[src/rtl/mem_wb_pipe_pkg.sv]
// -----------------------------------------------------------------------------
// mem_wb_pipe_pkg
// Shared definitions for the MEM/WB pipeline register slice:
//   - default stall bus width
//   - zero-word / zero-address constants (sliced to width by users)
//   - false/true constants
//   - the per-cycle action type and the priority decoder that picks it
// -----------------------------------------------------------------------------
package mem_wb_pipe_pkg;

    localparam int STALL_W_DEF = 7;

    // Widest data/address any instance may use; users slice [W-1:0].
    localparam int MAX_W = 256;
    localparam logic [MAX_W-1:0] ZERO_WORD = '0;
    localparam logic [MAX_W-1:0] ZERO_ADDR = '0;

    localparam logic FALSE = 1'b0;
    localparam logic TRUE  = 1'b1;

    // Exactly one action is taken per clock (reset is handled by the flops).
    typedef enum logic [2:0] {
        ACT_FREEZE,
        ACT_FLUSH,
        ACT_BUBBLE,
        ACT_ADVANCE,
        ACT_HOLD
    } action_e;

    // Priority: freeze > flush > bubble > advance > hold.
    function automatic action_e pick_action(
        input logic rdy,
        input logic flush,
        input logic stall_here,
        input logic stall_next
    );
        if (!rdy)             return ACT_FREEZE;
        else if (flush)       return ACT_FLUSH;
        else if (!stall_here) return ACT_ADVANCE;
        else if (!stall_next) return ACT_BUBBLE;
        else                  return ACT_HOLD;
    endfunction

endpackage

[src/rtl/mem_wb_pipe_sat_counter.sv]
// -----------------------------------------------------------------------------
// sat_counter
// Up-counter that sticks at its all-ones value instead of wrapping.
// Ports:
//   clk   - clock, rising edge
//   rst   - asynchronous active-low reset, clears the count
//   en    - counting enable (low freezes the count)
//   inc   - increment request for this cycle
//   cnt_o - current count
// -----------------------------------------------------------------------------
module sat_counter
    import mem_wb_pipe_pkg::*;
#(
    parameter int CW = 32
) (
    input  logic          clk,
    input  logic          rst,
    input  logic          en,
    input  logic          inc,
    output logic [CW-1:0] cnt_o
);

    logic [CW-1:0] cnt_d;
    logic [CW-1:0] cnt_q;

    // NOTE: every combinational output gets a default first so no path
    // leaves it unassigned, which would otherwise infer a latch.
    always_comb begin
        cnt_d = cnt_q;
        if (en && inc && (cnt_q != {CW{TRUE}})) begin
            cnt_d = cnt_q + 1'b1;
        end
    end

    // NOTE: sequential state uses non-blocking assignments so every flop
    // samples its inputs from before the edge, independent of block order.
    always_ff @(posedge clk or negedge rst) begin
        if (!rst) begin
            cnt_q <= '0;
        end else begin
            cnt_q <= cnt_d;
        end
    end

    assign cnt_o = cnt_q;

endmodule

[src/rtl/mem_wb_pipe.sv]
// -----------------------------------------------------------------------------
// mem_wb_pipe
// MEM/WB pipeline register with per-port write-back enables, bubble/flush
// insertion, hold on downstream stall, global freeze, and two saturating
// performance counters.
// Ports:
//   clk, rst             - clock; asynchronous active-low reset
//   rdy                  - global ready, low freezes every register
//   stall[STALL_W-1:0]   - stall bus; only bits STAGE and STAGE+1 matter
//   flush                - replace the entry captured this cycle by a bubble
//   in_valid, in_we,
//   in_waddr, in_wdata   - upstream entry; port p at [p*AW +: AW] / [p*DW +: DW]
//   valid_o, we_o,
//   waddr_o, wdata_o     - registered entry
//   bubble_cnt_o         - bubbles inserted (saturating)
//   retire_cnt_o         - valid entries captured (saturating)
// -----------------------------------------------------------------------------
module mem_wb_pipe
    import mem_wb_pipe_pkg::*;
#(
    parameter int DW      = 32,
    parameter int AW      = 5,
    parameter int NPORT   = 1,
    parameter int STALL_W = STALL_W_DEF,
    parameter int STAGE   = 5,
    parameter int CW      = 32
) (
    input  logic                  clk,
    input  logic                  rst,
    input  logic                  rdy,
    input  logic [STALL_W-1:0]    stall,
    input  logic                  flush,
    input  logic                  in_valid,
    input  logic [NPORT-1:0]      in_we,
    input  logic [NPORT*AW-1:0]   in_waddr,
    input  logic [NPORT*DW-1:0]   in_wdata,
    output logic                  valid_o,
    output logic [NPORT-1:0]      we_o,
    output logic [NPORT*AW-1:0]   waddr_o,
    output logic [NPORT*DW-1:0]   wdata_o,
    output logic [CW-1:0]         bubble_cnt_o,
    output logic [CW-1:0]         retire_cnt_o
);

    action_e action;
    assign action = pick_action(rdy, flush, stall[STAGE], stall[STAGE+1]);

    // Only two stall bits steer this stage; the rest are deliberately ignored.
    logic unused_stall;
    assign unused_stall = ^stall;

    // Per-port write enable as it would be captured on an advance.
    logic [NPORT-1:0] port_en;
    logic [NPORT-1:0] adv_we;

    for (genvar p = 0; p < NPORT; p++) begin : g_port
        logic [AW-1:0] addr_p;
        logic          we_win;

        assign addr_p     = in_waddr[p*AW +: AW];
        // Writes to address zero are discarded (hard-wired zero register).
        assign port_en[p] = in_valid & in_we[p] & (addr_p != ZERO_ADDR[AW-1:0]);

        // A higher-index port writing the same address wins the conflict.
        always_comb begin
            we_win = port_en[p];
            for (int q = p + 1; q < NPORT; q++) begin
                if (port_en[q] && (in_waddr[q*AW +: AW] == addr_p)) begin
                    we_win = FALSE;
                end
            end
        end

        assign adv_we[p] = we_win;
    end

    logic                valid_d, valid_q;
    logic [NPORT-1:0]    we_d,    we_q;
    logic [NPORT*AW-1:0] waddr_d, waddr_q;
    logic [NPORT*DW-1:0] wdata_d, wdata_q;

    always_comb begin
        valid_d = valid_q;
        we_d    = we_q;
        waddr_d = waddr_q;
        wdata_d = wdata_q;
        case (action)
            ACT_FLUSH, ACT_BUBBLE: begin
                valid_d = FALSE;
                we_d    = '0;
                waddr_d = {NPORT{ZERO_ADDR[AW-1:0]}};
                wdata_d = {NPORT{ZERO_WORD[DW-1:0]}};
            end
            ACT_ADVANCE: begin
                // Address and data are copied unmasked; only enables gate.
                valid_d = in_valid;
                we_d    = adv_we;
                waddr_d = in_waddr;
                wdata_d = in_wdata;
            end
            default: begin
                // Freeze and hold keep the current entry.
            end
        endcase
    end

    always_ff @(posedge clk or negedge rst) begin
        if (!rst) begin
            valid_q <= FALSE;
            we_q    <= '0;
            waddr_q <= '0;
            wdata_q <= '0;
        end else begin
            valid_q <= valid_d;
            we_q    <= we_d;
            waddr_q <= waddr_d;
            wdata_q <= wdata_d;
        end
    end

    assign valid_o = valid_q;
    assign we_o    = we_q;
    assign waddr_o = waddr_q;
    assign wdata_o = wdata_q;

    logic bubble_inc;
    logic retire_inc;
    assign bubble_inc = (action == ACT_BUBBLE);
    assign retire_inc = (action == ACT_ADVANCE) && in_valid;

    sat_counter #(.CW(CW)) u_bubble_cnt (
        .clk   (clk),
        .rst   (rst),
        .en    (rdy),
        .inc   (bubble_inc),
        .cnt_o (bubble_cnt_o)
    );

    sat_counter #(.CW(CW)) u_retire_cnt (
        .clk   (clk),
        .rst   (rst),
        .en    (rdy),
        .inc   (retire_inc),
        .cnt_o (retire_cnt_o)
    );

endmodule

[config.mk]
export PLATFORM = sky130hd
export DESIGN_NAME = mem_wb_pipe
export DESIGN_NICKNAME = d
export VERILOG_FILES = /design/src/rtl/mem_wb_pipe_pkg.sv /design/src/rtl/mem_wb_pipe_sat_counter.sv /design/src/rtl/mem_wb_pipe.sv
export SDC_FILE = /design/constraint.sdc
export NUM_CORES = 1
export LEC_CHECK = 0
export ABC_AREA = 1
export CAP_MARGIN = 15
export CORE_UTILIZATION = 45
export DETAILED_ROUTE_END_ITERATION = 16
export GPL_TIMING_DRIVEN = 0
export PLACE_DENSITY = 0.84
export SLEW_MARGIN = 20
export SYNTH_ARGS = -nofsm -noshare
export SYNTH_HDL_FRONTEND = slang
export SYNTH_SLANG_ARGS = --single-unit
[constraint.sdc]
create_clock -name clk -period 1.9 [get_ports clk]
set_input_delay 0.38 -clock clk [delete_from_list [all_inputs] [get_ports clk]]
set_output_delay 0.38 -clock clk [all_outputs]
set_load 0.02 [all_outputs]
# --- Yosys cells after proc, flatten, opt, wreduce, memory -nomap -nowiden ---
# Index checks and enable logic that the tools add are counted.
word_totals:
  register_bits: 103
  latchBits: 0
  ramBits: 0
  romBits: 0
  output_inout_bits: 103
  elab_cells: 31
  n_memories: 0
op_classes:
  add_sub_neg: 2
  n_mul: 0
  n_div: 0
  n_lt_le_gt_ge: 0
  n_eq_ne: 5
  shifts: 0
  muxes: 8
  n_bitwise: 2
  n_reduce_logical: 8
op_table:
  columns: ["operator", "count"]
  rows:
  - ["$add 32x1->32 const B", 2]
  - ["$ne 32x32->1 const B", 2]
  - ["$pmux 32 s2", 1]
  - ["$mux 3", 4]
  - ["$pmux 5 s2", 1]
  - ["$eq 3x2->1 const B", 2]
  - ["$logic_and 1x1->1", 5]
  - ["$reduce_bool 5->1", 1]
  - ["$pmux 1 s2", 2]
  - ["$eq 3x1->1 const B", 1]
  - ["$and 1x1->1", 2]
  - ["$reduce_bool 2->1", 1]
  - ["$reduce_or 2->1", 1]

# --- Depth between registers and ports, before layout ---
logic_depth:
  depth_word: 8
  depth_mapped: 11
  ltp_nobuf: 10

# --- By module ---
# From an unflattened synthesis, not the netlist that was laid out.
unflattened:
  cells_unflattened: 761
  area_unflattened_um2: 5629.1
by_module_without_submodules:
  columns: ["module", "n_inst", "cells_each", "area_per_inst_um2"]
  rows:
  - ["sat_counter", 2, 292, 2050.7]
  - ["mem_wb_pipe", 1, 177, 1527.7]

# --- Least setup slack after synthesis ---
# Ideal clock, no wire load.
synth_timing:
  kind: "reg-to-reg"
  startpoint: "register u_bubble_cnt.cnt_q[0], in the netlist u_bubble_cnt.cnt_o[0]"
  endpoint: "register u_bubble_cnt.cnt_q[28], in the netlist u_bubble_cnt.cnt_o[28]"
  setup_time_ns: 0.117
  t_arrival_ns: 1.735
  required_ns: 1.783
  setup_slack_ns: 0.049
  stages_incl_launch_ff: 12
  n_path_buf: 1
  path_cell_list: "dfrtp_1 > ha_1 > nand2_2 > nor2_4 > nand2_4 > nor2_8 > nand2_4 > nand2_8 > inv_6 > buf_8 > nand2_2 > nand2_1"
synth_between:
  elab_chain_len: 2
synth_rtl:
  columns: ["element", "line_no", "text"]
  rows:
  - ["start, declared", "mem_wb_pipe_sat_counter.sv:24", "logic [CW-1:0] cnt_q;"]
  - ["start signal, assigned", "mem_wb_pipe_sat_counter.sv:41", "cnt_q <= cnt_d;"]
  - ["branches (longest 2 deep; another with $add 32x1->32)", null, null]
# Parallel ways; which one is timed is not known.
# A chain may end at the register's enable or synchronous reset.

# --- Worst setup path after layout ---
layout_timing:
  startpoint: "register u_bubble_cnt.cnt_q[16], in the netlist u_bubble_cnt.cnt_o[16]"
  endpoint: "output port bubble_cnt_o[16]"
layout_rtl:
  columns: ["element", "line_no", "text"]
  rows:
  - ["end, declared", "mem_wb_pipe.sv:41", "output logic [CW-1:0] bubble_cnt_o,"]
# No word-level cell between the ends.

==> run metrics <==
hold crit path type=input port to asynchronous set/reset pin; core area=12700 um^2; number of max-cap violations=0; Ports=153; Slew @ Worst Pin=500 ps; Critical Path RT=1520 ps; port bufs=147; ant diodes=0; fraction of registers with async set/reset=100%; Synth area leader=dfrtp_1; cell count after synthesis=869; CP top delay family=buffers and inverters; Final nets=1085; ANT nets after route=0; DRT Wirelength=16100 um; Rows=41; Worst Setup Start Kind=register; layout cell share with drive strength beyond 1=6.36%; CTS Root Cell=clkbuf_16; total congestion overflow=0; Longest Clk Path Bufs=2; CTS H-tree lvls=3; crit-path cells=clkdlybuf4s50_1; Logic pwr share=16.6%; chip width=117 um; Synth Warn #=0; Layout Skew=6.30 ps; sequential area share after synthesis=43.4%; fmax=0.538 GHz; clock sinks=103; Vias per Instance=4.85; final count of hold timing violations=0; CP Class=register to output port; DIE AREA=13700 um^2; Seq pwr share=46.8%; outcome=finished clean; cell-internal power=3.75 mW; first-pass GRT wire length=25900 um; critical path's slowest cell=clkdlybuf4s50_1; initial antenna violation count=0; Max transition margin=66.7%; number of synthesized flops with an enable pin=0; top-count cell post-synth=nand2_1; Yosys reg bits=103; DRT Pass-1 Iters=5; Design Power=5.18 mW; Clk network pwr share=36.6%; number of global-route vias before repair=5291; fillers=1151; Switching Share=27.7%; critical path's largest stage delay=660 ps; CTS tree=done; Sw Pwr=1.44 mW; WHS=536 ps; final number of setup-violating endpoints=0; Netlist Area Pre-Place=5940 um^2; initial drt markers=359; RSZ-0062 raised after global routing=yes; GRT Total Usage=24.7%; Crit Path Max Fanout=5; FF/Latch Area=2580 um^2; Final Cycle Share=97.8%; Starting Density=46.7%; crit path time final=1860 ps; most used flip-flop cell after synthesis=dfrtp_1; power density over the cells=643 nW/um^2; Bufs and invs on worst path=1; synth unique cells=28; Worst EP arrival=1480 ps; Syn Nets=921; top post-synthesis cells by count=nand2_1, dfrtp_1, inv_1; Mean Syn Cell Area=6.83 um^2; leakage=3.83 nW; IR drop worst, VDD=588 uV; Die Span Y=117 um; clock buffer count from CTS=9; drt wl/cell=13.3 um; clock latency at the later pin of the worst-skew pair=360 ps; largest net degree at the start of global routing=53; vias after detailed routing=5863; area of the multi-input gates=2870 um^2; Slew Limit Fails=0; GPL Wtd Cong=0.946; top post-synthesis cells by area=dfrtp_1, nand2_1, inv_1; post-route DRC violation count=0; Synth top area share=43.4%; DP Wirelength=12100 um; Layout area overhead=35.7%; crit end category=output port; register clock-pin slew on the reported worst setup and hold paths=70 ps
metrics by stage:
step	instance area (um^2)	setup slack, ps	cells	util (%)	setup TNS, ps
floorplan	5940	48.7	869	-	0
global placement	7620	-3640	1188	59.9	-386560
detailed placement	7650	-231	1189	60.2	-12670
CTS	7970	0.941	1206	62.6	0
global route	8060	-0.113	1210	63.4	-0.113
finish	8060	42.0	1210	63.4	0
cells by family (layout without fill, tap and decap cells):
| family | after synthesis | in the layout | share of synthesized area [%] |
|---|---|---|---|
| DFF | 103 | 103 | 43.4 |
| buffers and inverters | 120 | 289 | 8.81 |
| adders and majority gates | 2 | 2 | 0.421 |
| AOI/OAI and AO/OA | 50 | 50 | 4.34 |
| xor gates and xnor gates | 26 | 26 | 3.83 |
| and+or+nand+nor | 568 | 568 | 39.2 |
layout by cell type, fill, tap and decap left out:
cell,n
nand2_8,1
clkdlybuf4s50_1,134
o21ai_1,2
nor2_1,95
nor3_1,1
inv_1,100
buf_16,1
o22ai_1,4
dlygate4sd3_1,1
xor2_1,17
nand2_4,4
ha_4,1
dfrtp_2,1
nor2_2,7
o21ai_0,43
dfrtp_1,102
dlymetal6s2s_1,12
ha_2,1
xnor2_1,9
nand2_2,12
clkbuf_16,9
nor2_8,1
bufinv_16,1
clkinvlp_4,1
buf_4,7
nor2_4,4
nand2_1,398
buf_6,7
buf_8,1
clkbuf_1,8
nand3_1,35
clkinv_4,3
clkinv_2,1
nand4_1,8
o21a_1,1
inv_2,1
inv_6,2
nand3b_1,2
routing by layer:
| metal | vias up | wire, um | global-route usage [%] |
|---|---|---|---|
| met1 | 2686 | 6980 | 32.4 |
| li1 | 2962 | - | - |
| met5 | - | 0 | 0 |
| met3 | 24 | 993 | 5.77 |
| met2 | 191 | 7780 | 40.1 |
| met4 | 0 | 323 | 8.95 |
worst reg2reg max path, cell delays in order (launching register included):
cell	delay (ps)
dfrtp_2	460
ha_4	200
nand2_2	70
nor2_4	180
nand2_4	100
nor2_8	140
nand2_4	70
nand2_8	110
inv_6	70
buf_8	150
nand2_2	70
nand2_1	40
sequential cells by signal (all words and copies together), names as in the netlist:
register,count
u_retire_cnt.cnt_o,32
waddr_o,5
wdata_o,32
valid_o,1
we_o,1
u_bubble_cnt.cnt_o,32
path summary, 6_finish.rpt:
| check | from | endpoint | slack [ps] | cells past startpoint |
|---|---|---|---|---|
| max reg2reg | u_bubble_cnt.cnt_o[0] | u_bubble_cnt.cnt_o[28] | 140 | 11 |
| max in group asynchronous | rst | wdata_o[13] | 750 | 3 |
| min reg2reg | wdata_o[19] | wdata_o[19] | 540 | 2 |
| min | rst | u_retire_cnt.cnt_o[27] | 540 | 2 |
| max | u_bubble_cnt.cnt_o[16] | bubble_cnt_o[16] | 40 | 1 |
| min in group clk | wdata_o[19] | wdata_o[19] | 540 | 2 |
power by group through the flow:
stage	sequential, mW	combinational (mW)	clock, mW
after floorplan	2.59	0.257	0
after global placement	2.46	0.806	0
after detailed placement	2.46	0.828	0
after CTS	2.42	0.835	1.95
after global routing	2.45	0.946	2.02
final	2.43	0.859	1.90
area by class of cell:
type | count | area share, %
Clock inverter | 6 | 0.869
Multi-Input combinational cell | 646 | 35.6
Tap cell | 172 | 2.67
Buffer | 17 | 1.63
Sequential cell | 103 | 32.0
Inverter | 103 | 4.91
Clock buffer | 10 | 2.84
Timing Repair Buffer | 153 | 19.5
timing repair:
| item | in CTS | in global routing |
|---|---|---|
| buffers inserted | 0 | 4 |
| endpoints found under the hold margin | 51 | 0 |
| pin swaps | 0 | 2 |
| gates resized for setup | 2 | 20 |
| endpoints found under the setup margin | 20 | 58 |
| hold buffers | 1 | 0 |
Note: power is estimated with default switching activity, not from simulation.
